$ cat src/rtl/scaler_pkg.sv
// Shared types and constants for the scaler configuration controller.
package scaler_pkg;

  localparam int unsigned STEP_FRAC_W = 12;
  localparam int unsigned DIV_W       = 28;

  typedef logic [15:0] step_t;
  typedef logic [15:0] lsize_t;

  typedef enum logic [1:0] {
    StIdle,
    StCalc,
    StApply
  } state_e;

endpackage

$ cat src/rtl/scaler_div.sv
// Serial restoring divider: one quotient bit per clock, DIV_W clocks per division.
module scaler_div
  import scaler_pkg::*;
(
  input  logic             clk,
  input  logic             rst_n,
  input  logic             start,
  input  logic [DIV_W-1:0] dividend,
  input  logic [15:0]      divisor,
  output logic             done,
  output logic [DIV_W-1:0] quotient
);

  logic [DIV_W-1:0] quot_q, quot_d;
  logic [15:0]      rem_q, rem_d;
  logic [15:0]      dvs_q, dvs_d;
  logic [4:0]       cnt_q, cnt_d;
  logic             run_q, run_d;
  logic             done_q, done_d;

  logic [16:0]      rem_shift;
  logic             rem_ge;

  always_comb begin
    // Remainder stays below the divisor, so 16 bits hold it between steps.
    rem_shift = {rem_q, quot_q[DIV_W-1]};
    rem_ge    = rem_shift >= {1'b0, dvs_q};

    quot_d = quot_q;
    rem_d  = rem_q;
    dvs_d  = dvs_q;
    cnt_d  = cnt_q;
    run_d  = run_q;
    done_d = 1'b0;

    if (start) begin
      quot_d = dividend;
      rem_d  = '0;
      dvs_d  = divisor;
      cnt_d  = 5'(DIV_W);
      run_d  = 1'b1;
    end else if (run_q) begin
      rem_d  = rem_ge ? 16'(rem_shift - {1'b0, dvs_q}) : rem_shift[15:0];
      quot_d = {quot_q[DIV_W-2:0], rem_ge};
      cnt_d  = cnt_q - 5'd1;
      if (cnt_q == 5'd1) begin
        run_d  = 1'b0;
        done_d = 1'b1;
      end
    end
  end

  always_ff @(posedge clk or negedge rst_n) begin
    if (!rst_n) begin
      quot_q <= '0;
      rem_q  <= '0;
      dvs_q  <= '0;
      cnt_q  <= '0;
      run_q  <= 1'b0;
      done_q <= 1'b0;
    end else begin
      quot_q <= quot_d;
      rem_q  <= rem_d;
      dvs_q  <= dvs_d;
      cnt_q  <= cnt_d;
      run_q  <= run_d;
      done_q <= done_d;
    end
  end

  assign done     = done_q;
  assign quotient = quot_q;

endmodule

$ cat src/rtl/scaler_cfg_ctrl.sv
// Frame-synchronous step / line-size configuration for the scaler_h -> scaler_v pipeline.
module scaler_cfg_ctrl
  import scaler_pkg::*;
#(
  parameter int unsigned STEP_ONE      = 4096,
  parameter int unsigned STEP_MIN      = 1024,
  parameter int unsigned STEP_MAX      = 65535,
  parameter int unsigned STEP_DEFAULT  = STEP_ONE,
  parameter int unsigned LINE_SIZE_MAX = 4096
) (
  input  logic   clk,
  input  logic   rst_n,
  input  logic   cfg_valid_i,
  output logic   cfg_ready_o,
  input  step_t  cfg_step_i,
  input  lsize_t cfg_line_size_i,
  input  logic   vs_i,
  output step_t  step_cord_o,
  output lsize_t scale_line_size_o,
  output logic   upd_o,
  output logic   busy_o,
  output logic   err_o,
  output logic   sat_o,
  output logic   miss_o
);

  state_e state_q, state_d;

  logic   vs_q, vs_qq, frame_edge;
  logic   pend_q, pend_d;
  step_t  pend_step_q, pend_step_d;
  lsize_t pend_line_q, pend_line_d;
  step_t  work_step_q, work_step_d;
  step_t  step_q, step_d;
  lsize_t size_q, size_d;
  logic   upd_q, upd_d;
  logic   err_q, err_d;
  logic   sat_q, sat_d;
  logic   miss_q, miss_d;

  logic             cfg_fire, cfg_legal;
  logic             div_start, div_done;
  logic [DIV_W-1:0] div_quot;
  lsize_t           line_m1;
  logic [DIV_W:0]   n_full;

  assign frame_edge = vs_q & ~vs_qq;
  assign cfg_fire   = cfg_valid_i & ~pend_q;
  assign cfg_legal  = ({1'b0, cfg_step_i} >= 17'(STEP_MIN)) &&
                      ({1'b0, cfg_step_i} <= 17'(STEP_MAX)) &&
                      (cfg_line_size_i != '0);
  assign line_m1    = pend_line_q - 16'd1;
  assign n_full     = {1'b0, div_quot} + 29'd1;

  scaler_div u_div (
    .clk      (clk),
    .rst_n    (rst_n),
    .start    (div_start),
    .dividend ({line_m1, {STEP_FRAC_W{1'b0}}}),
    .divisor  (pend_step_q),
    .done     (div_done),
    .quotient (div_quot)
  );

  always_ff @(posedge clk or negedge rst_n) begin
    if (!rst_n) begin
      state_q <= StIdle;
    end else begin
      state_q <= state_d;
    end
  end

  always_comb begin
    state_d = state_q;
    unique case (state_q)
      StIdle:  if (frame_edge && pend_q) state_d = StCalc;
      StCalc:  if (div_done) state_d = StApply;
      StApply: state_d = StIdle;
      default: state_d = StIdle;
    endcase
  end

  always_comb begin
    div_start = (state_q == StIdle) && frame_edge && pend_q;
    busy_o    = (state_q == StCalc);
  end

  always_comb begin
    pend_d      = pend_q;
    pend_step_d = pend_step_q;
    pend_line_d = pend_line_q;
    work_step_d = work_step_q;
    step_d      = step_q;
    size_d      = size_q;
    upd_d       = 1'b0;
    err_d       = err_q;
    sat_d       = sat_q;
    miss_d      = miss_q;

    if (cfg_fire) begin
      if (cfg_legal) begin
        pend_d      = 1'b1;
        pend_step_d = cfg_step_i;
        pend_line_d = cfg_line_size_i;
        err_d       = 1'b0;
      end else begin
        err_d = 1'b1;
      end
    end

    // The slot is freed as the divider captures it; a request on this clk saw ready low.
    if (div_start) begin
      pend_d      = 1'b0;
      work_step_d = pend_step_q;
    end

    if ((state_q == StCalc) && frame_edge) begin
      miss_d = 1'b1;
    end

    if (state_q == StApply) begin
      step_d = work_step_q;
      upd_d  = 1'b1;
      if (n_full > 29'(LINE_SIZE_MAX)) begin
        size_d = 16'(LINE_SIZE_MAX);
        sat_d  = 1'b1;
      end else begin
        size_d = n_full[15:0];
        sat_d  = 1'b0;
      end
    end
  end

  always_ff @(posedge clk or negedge rst_n) begin
    if (!rst_n) begin
      vs_q        <= 1'b0;
      vs_qq       <= 1'b0;
      pend_q      <= 1'b0;
      pend_step_q <= '0;
      pend_line_q <= '0;
      work_step_q <= '0;
      step_q      <= 16'(STEP_DEFAULT);
      size_q      <= '0;
      upd_q       <= 1'b0;
      err_q       <= 1'b0;
      sat_q       <= 1'b0;
      miss_q      <= 1'b0;
    end else begin
      vs_q        <= vs_i;
      vs_qq       <= vs_q;
      pend_q      <= pend_d;
      pend_step_q <= pend_step_d;
      pend_line_q <= pend_line_d;
      work_step_q <= work_step_d;
      step_q      <= step_d;
      size_q      <= size_d;
      upd_q       <= upd_d;
      err_q       <= err_d;
      sat_q       <= sat_d;
      miss_q      <= miss_d;
    end
  end

  assign cfg_ready_o       = ~pend_q;
  assign step_cord_o       = step_q;
  assign scale_line_size_o = size_q;
  assign upd_o             = upd_q;
  assign err_o             = err_q;
  assign sat_o             = sat_q;
  assign miss_o            = miss_q;

endmodule
$ cat config.mk
export PLATFORM = sky130hd
export DESIGN_NAME = scaler_cfg_ctrl
export DESIGN_NICKNAME = d
export VERILOG_FILES = /design/src/rtl/scaler_pkg.sv /design/src/rtl/scaler_div.sv /design/src/rtl/scaler_cfg_ctrl.sv
export SDC_FILE = /design/constraint.sdc
export NUM_CORES = 1
export LEC_CHECK = 0
export CORE_MARGIN = 1.5
export CORE_UTILIZATION = 40
export DETAILED_ROUTE_END_ITERATION = 8
export GPL_ROUTABILITY_DRIVEN = 0
export PLACE_DENSITY = 0.64
export SLEW_MARGIN = 15
export SYNTH_ARGS = -nofsm -noshare
export SYNTH_HDL_FRONTEND = slang
export SYNTH_SLANG_ARGS = --single-unit
export TNS_END_PERCENT = 30
$ cat constraint.sdc
create_clock -name clk -period 3 [get_ports clk]
set_clock_uncertainty 0.15 [all_clocks]
set_input_delay 0.3 -clock clk [delete_from_list [all_inputs] [get_ports clk]]
set_output_delay 0.3 -clock clk [all_outputs]
set_load 0.1 [all_outputs]
==> results.ini <==
[logic_synthesis]
syn_area_per_cell_um2 = 9.979
synth_area_leaders = dfrtp_1 47%, mux2_2 5.7%, o21ai_0 4.7%, mux2i_1 4.6%, nand2_1 4.5%
synth_async_sr_flop_share = 1.000
netlist_instances = 737
ys.flop_type = dfrtp_1
synth_largest_area_cell = dfrtp_1
ys_warn_count = 0
synth_top_area_frac = 0.4729
synth_area_um2 = 7355
synth-edff-count = 0
syn_nets = 795
synthDistinctLibCells = 64
ys_ff_latch = 140
ys_seq_area_frac = 0.4765

[global_route]
grt_remaining_overflow = 0
grt_max_degree = 51
grt_first_pass_wirelength_mm = 27.05
grt_usage = 0.1721
antenna_found_initial = 0
grt_pass1_vias = 5263

[detailed_routing]
wl_mm = 15.66
first_pass_iters = 5
wire_per_inst_um = 14.75
ant_nets = 0
vias = 5567
viasPerCell = 5.242
drcViolationCount = 0
drt_iter0_drc = 394

[critical_path]
end_kind = register
arrival_ns = 3.10
cp_cell_sequence = nand4_1 -> or4_4 -> or4b_1 -> nand3_1 -> o2111ai_1 -> or3_4 -> o21ai_0
rrSetupSlack_ns = 0.09
crit_required_ns = 3.19
critPathTopFamily = simple AND/OR/NAND/NOR gates
cp-start-kind = register
critPathLaunch = u_div.quotient[11]
cp_slowest_cell = or4_4
critPathBufInv = 0
r2r_start = u_div.quotient[11]
cp_max_fo = 13
critical-path-max-stage-delay_ns = 0.57
path_class = register to register

[sta]
rsz0062_at_grt = no
fmax_ghz = 0.3438
relSlewSlack = 0.6318
drv_slew = 0
hold_viol_final = 0
fin_crit_sh = 0.9696
fin_setup_tns_ns = 0
setup_viol = 0
fin_crit_ns = 2.909
worstMarginPinSlew_ns = 0.5472

[layout]
fin_nets = 880
antenna_cells = 0
multiInputGateArea_um2 = 3595
fin_cells = 1062
fill_cells = 1705
regArea_um2 = 3507
syn_to_final_growth_pct = 21.33
drive_gt1_frac = 0.1945
utilization = 0.4951

[outcome]
status = finished clean

[clock_network]
cts_tree = done
clock_path_buffers = 2
clockRootBuffer = clkbuf_16
clk_latency_ns = 0.42
cts.sinks = 140
h-tree-depth = 4
cts_made_buffers = 17
clk_pin_slew_worst_paths_ns = 0.06

[run]
max_cap_viol_count = 0

[pwr]
power_w = 0.01026
p_per_area_nw_per_um2 = 1150
leakagePower_nw = 3.982
ir_worst_vdd_mv = 0.6923

[floorplan]
io_pins = 74
core_um2 = 18020
dieArea_um2 = 19210
row_count = 49
start_util = 0.4080
die_w_um = 138.6
die_y_um = 138.6

[worst_hold_path]
hold_path_class = primary input to register
min_from = vs_i

[placement]
dp.cells = 1031
port_buffers = 73
hpwl_mm = 11.11

## power by group
group	switching, W	internal, W	leakage (nW)
logic	0.00280	0.00224	1.99
registers	0.000694	0.00265	1.73
clock network	0.000773	0.00110	0.257
total	0.00427	0.00599	3.98
## cells in the final DEF, fill, tap and decap left out, types with 10 or more instances in the layout
master	synthesis	final
nand4_1	13	13
nor3_1	10	10
clkbuf_16	0	17
xor2_1	18	18
inv_1	31	31
nand2_1	88	88
nor4_1	13	12
dfrtp_1	139	137
clkdlybuf4s50_1	0	34
mux2i_1	34	34
a21oi_1	26	26
o21ai_0	69	69
nand3_1	15	15
nor2b_1	10	10
buf_4	0	69
xnor2_1	22	22
nor2_1	40	40
ha_1	21	21
mux2_2	37	37
## registers in the layout, summed over array words and instances, names as in the netlist
register	count
err_o	1
step_cord_o	16
miss_o	1
upd_o	1
u_div.rem_q	16
vs_q	1
vs_qq	1
scale_line_size_o	16
pend_step_q	16
u_div.dvs_q	16
pend_q	1
u_div.quotient	28
state_q	2
u_div.run_q	1
sat_o	1
u_div.cnt_q	5
pend_line_q	16
u_div.done	1
## per-layer routing
| layer | GRT usage | vias to the layer above | wire length [um] |
|---|---|---|---|
| li1 | - | 2802 | - |
| met1 | 0.2632 | 2658 | 8538 |
| met2 | 0.2406 | 89 | 6407 |
| met3 | 0.03902 | 18 | 526 |
| met4 | 0.05319 | 0 | 193 |
| met5 | 0 | - | 0 |
## Yosys cell counts, drive strengths merged (6+ instances only)
master    n
xor2     18
ha       21
a31oi     7
mux2i    34
nor2     40
o21ai    78
nor2b    10
nand2    88
nor4     14
or3       8
mux2     37
nand3    16
buf      13
and2      7
o21a      6
inv      31
clkbuf   27
a21oi    26
or4       7
dfrtp   139
nor3     10
a211oi    9
xnor2    22
nand4    14
## layout make-up
cell class | instances | share of cell area
Tap cell | 229 | 0.03211
Multi-Input combinational cell | 526 | 0.4028
Inverter | 31 | 0.01304
Clock inverter | 8 | 0.005048
Timing Repair Buffer | 106 | 0.1008
Sequential cell | 140 | 0.3930
Clock buffer | 22 | 0.05314
## worst register-to-register path, delay by kind of cell, from the launching register on
family,cells,cell delay [ns]
and+or+nand+nor,5,1.86
DFF,1,0.46
AOI/OAI and AO/OA,2,0.34
## final timing paths
path                                        endpoint  cells after the start
worst max-delay path            scale_line_size_o[4]                      7
worst min-delay path                            vs_q                      1
worst max register to register  scale_line_size_o[4]                      7
worst min register to register                 vs_qq                      0
max in group asynchronous                u_div.run_q                      3
min in group asynchronous             step_cord_o[4]                      2
## logic make-up after synthesis
logic type	count (synthesis)	share of synthesized area
AND/OR/NAND/NOR	235	0.1621
multiplexers	71	0.1029
XOR/XNOR	40	0.04763
buffers and inverters	71	0.03845
adder cells (fa/ha/maj)	22	0.03845
flip-flops	140	0.4765
AO/OA/AOI/OAI	158	0.1339
## repair_timing
action,CTS,global route
setup buffers,0,0
endpoints found under the hold margin,46,0
endpoints found under the setup margin,0,3
hold buffers,1,0
gates resized for setup,0,2
## per-stage QoR
| stage | cell area [um^2] | setup WS (ns) | hold WS [ns] |
|---|---|---|---|
| global route | 8924 | 0.0002807 | 0.1733 |
| floorplan | 7355 | 0.1987 | -0.1456 |
| finish | 8924 | 0.09111 | 0.1692 |
| detailed placement | 8387 | 0.1112 | 0.1331 |
| global placement | 8387 | 0.1825 | 0.1237 |
| CTS | 8916 | 0.08249 | 0.1549 |
Note: power is estimated with default switching activity, not from simulation.
==> variant (config.mk and constraints unchanged) <==
The 3 states of `state_e` get a one-hot encoding in 3 bits.
--- a/src/rtl/scaler_pkg.sv
+++ b/src/rtl/scaler_pkg.sv
@@ -9,6 +9,6 @@
 
-  typedef enum logic [1:0] {
-    StIdle,
-    StCalc,
-    StApply
+  typedef enum logic [2:0] {
+    StIdle  = 3'b001,
+    StCalc  = 3'b010,
+    StApply = 3'b100
   } state_e;
Function: same outputs for any inputs over 10 cycles, from zero or initial values and one cycle with rst_n low; not proved beyond that.
==> variant against the original RTL <==
Synthesized area up 2.2%. Sequential cell count is 1 higher. Total power down 1.2%. Worst setup slack improved by 63 ps. Routed wire length increased by 1.1%. Cell area rose by 2.5%. Cell count increased by 1.8%.
==> variant: results (changes against the original RTL) <==
grt_pass1_vias: 5334  # +1.3%
cts_root_buf: "clkbuf_16"
synth-main-ff-cell: "dfrtp_1"
dp.cells: 1048  # +1.6%
drt_iter0_drc: 329  # -16%
cts_buffers: 17  # unchanged
worstMarginPinSlew_ps: 729  # +181 ps
timing.final.hold_violations: 0  # unchanged
vias: 5703  # +2.4%
cp.arrival_ps: 3040  # -60 ps
antenna_found_initial: 0  # unchanged
insertion_delay_ps: 420  # about the same
antenna_cells: 0  # unchanged
first_pass_iters: 5  # unchanged
p_leak_nw: 4.14  # +4.0%
grt_max_degree: 79  # +55%
status: "finished clean"
clk_pin_slew_ps: 60  # about the same
htree_levels: 4  # unchanged
min_path_cells: 1  # unchanged
cp_max_fo: 10  # -3
grt_pass1_wl_mm: 27.0  # -0.23%
layout-drive-gt1-share: 0.203  # +0.00857
synth_warnings: 0  # unchanged
irDropWorstVdd_v: 0.000644  # -7.0%
largest_reg_flops: 28  # unchanged
synth_cell_types: 58  # -9.4%
fillCellCount: 1674  # -1.8%
postSynth.asyncResetShare: 1.00  # unchanged
viasPerCell: 5.28  # +0.64%
synth_nets: 814  # +2.4%
rr_worst_depth: 7  # unchanged
clock_path_buffers: 2  # unchanged
track_usage: 0.170  # -0.00164
nNetsFinal: 897  # +1.9%
netlist_top_cells_area: "dfrtp_1 46%, mux2i_1 5.7%, mux2_2 5.2%"
netlist_top_cells_count: "139 x dfrtp_1, 92 x nand2_1, 75 x o21ai_0"
synth_seq_area_share: 0.470  # -0.00674
io_buffers: 73  # unchanged
min_path_type: "in -> reg"
wl_per_cell_um: 14.6  # -0.70%
synth_cells: 756  # +2.6%
place_hpwl_mm: 11.2  # +0.80%
variant: cell count changes in the layout (fill, tap and decap cells not counted), moves of 5 or more:
| cell | change |
|---|---|
| nand2b_1 | +6 |
| mux2i_1 | +9 |
| clkinv_2 | -5 |
| o21ai_0 | +6 |
variant: layout make-up:
type                    instances  area (um2)  area share
repair buffers                107         945       0.103
clock buffers                  18         429      0.0469
flip-flops and latches        141        3530       0.386
well taps                     229         287      0.0313
multi-input cells             543        3710       0.405
clock inverters                14         139      0.0152
inverters                      29         109      0.0119
variant: timing repair:
item | CTS | global route
buffers inserted | 0 | 0
resized for setup | 0 | 6
setup endpoints to repair | 0 | 15
endpoints found under the hold margin | 76 | 0
hold buffers | 1 | 0
variant: worst paths after layout:
| kind | start | end | slack (ps) |
|---|---|---|---|
| setup / recovery | u_div.quotient[4] | scale_line_size_o[6] | 150 |
| hold reg to reg | vs_q | vs_qq | 220 |
| max in group asynchronous | rst_n | state_q[0] | 1600 |
| min in group asynchronous | rst_n | pend_step_q[4] | 320 |
| setup reg to reg | u_div.quotient[4] | scale_line_size_o[6] | 150 |
| hold / removal | vs_i | vs_q | 170 |
variant: layer usage:
layer	routed length [um]	track usage	vias to the layer above
met5	0	0	-
met4	150	0.0515	0
met3	582	0.0318	13
met2	6610	0.240	125
met1	8490	0.263	2713
li1	-	-	2852
variant: cell families after synthesis:
| family | Yosys count | share of synthesized area |
|---|---|---|
| buffers and inverters | 72 | 0.0416 |
| xor gates and xnor gates | 40 | 0.0466 |
| muxes | 78 | 0.110 |
| AOI/OAI and AO/OA | 160 | 0.131 |
| adders and majority gates | 22 | 0.0376 |
| DFF | 141 | 0.470 |
| and+or+nand+nor | 243 | 0.164 |
variant: critical path: stages, from the launching register on:
cell,delay (ps)
dfrtp_1,500
nand2_1,270
or3_1,480
nor4b_2,310
o2111ai_1,180
or4_1,530
buf_4,210
o21ai_2,140
variant: metrics by stage:
stage	cell area, um2	util	worst slack, ps	power [mW]
detailed placement	8540	0.469	78.8	8.11
CTS	9120	0.501	70.8	10.2
finish	9150	0.503	154	10.1
global placement	8540	0.469	155	8.03
floorplan	7520	-	159	6.86
global route	9150	0.503	2.06	11.0
variant: power by group:
group | total (mW) | switching [mW] | internal, mW | leakage [nW]
clock network | 2.02 | 0.860 | 1.16 | 0.263
logic | 4.91 | 2.60 | 2.31 | 2.10
registers | 3.21 | 0.611 | 2.60 | 1.77
total | 10.1 | 4.07 | 6.06 | 4.14
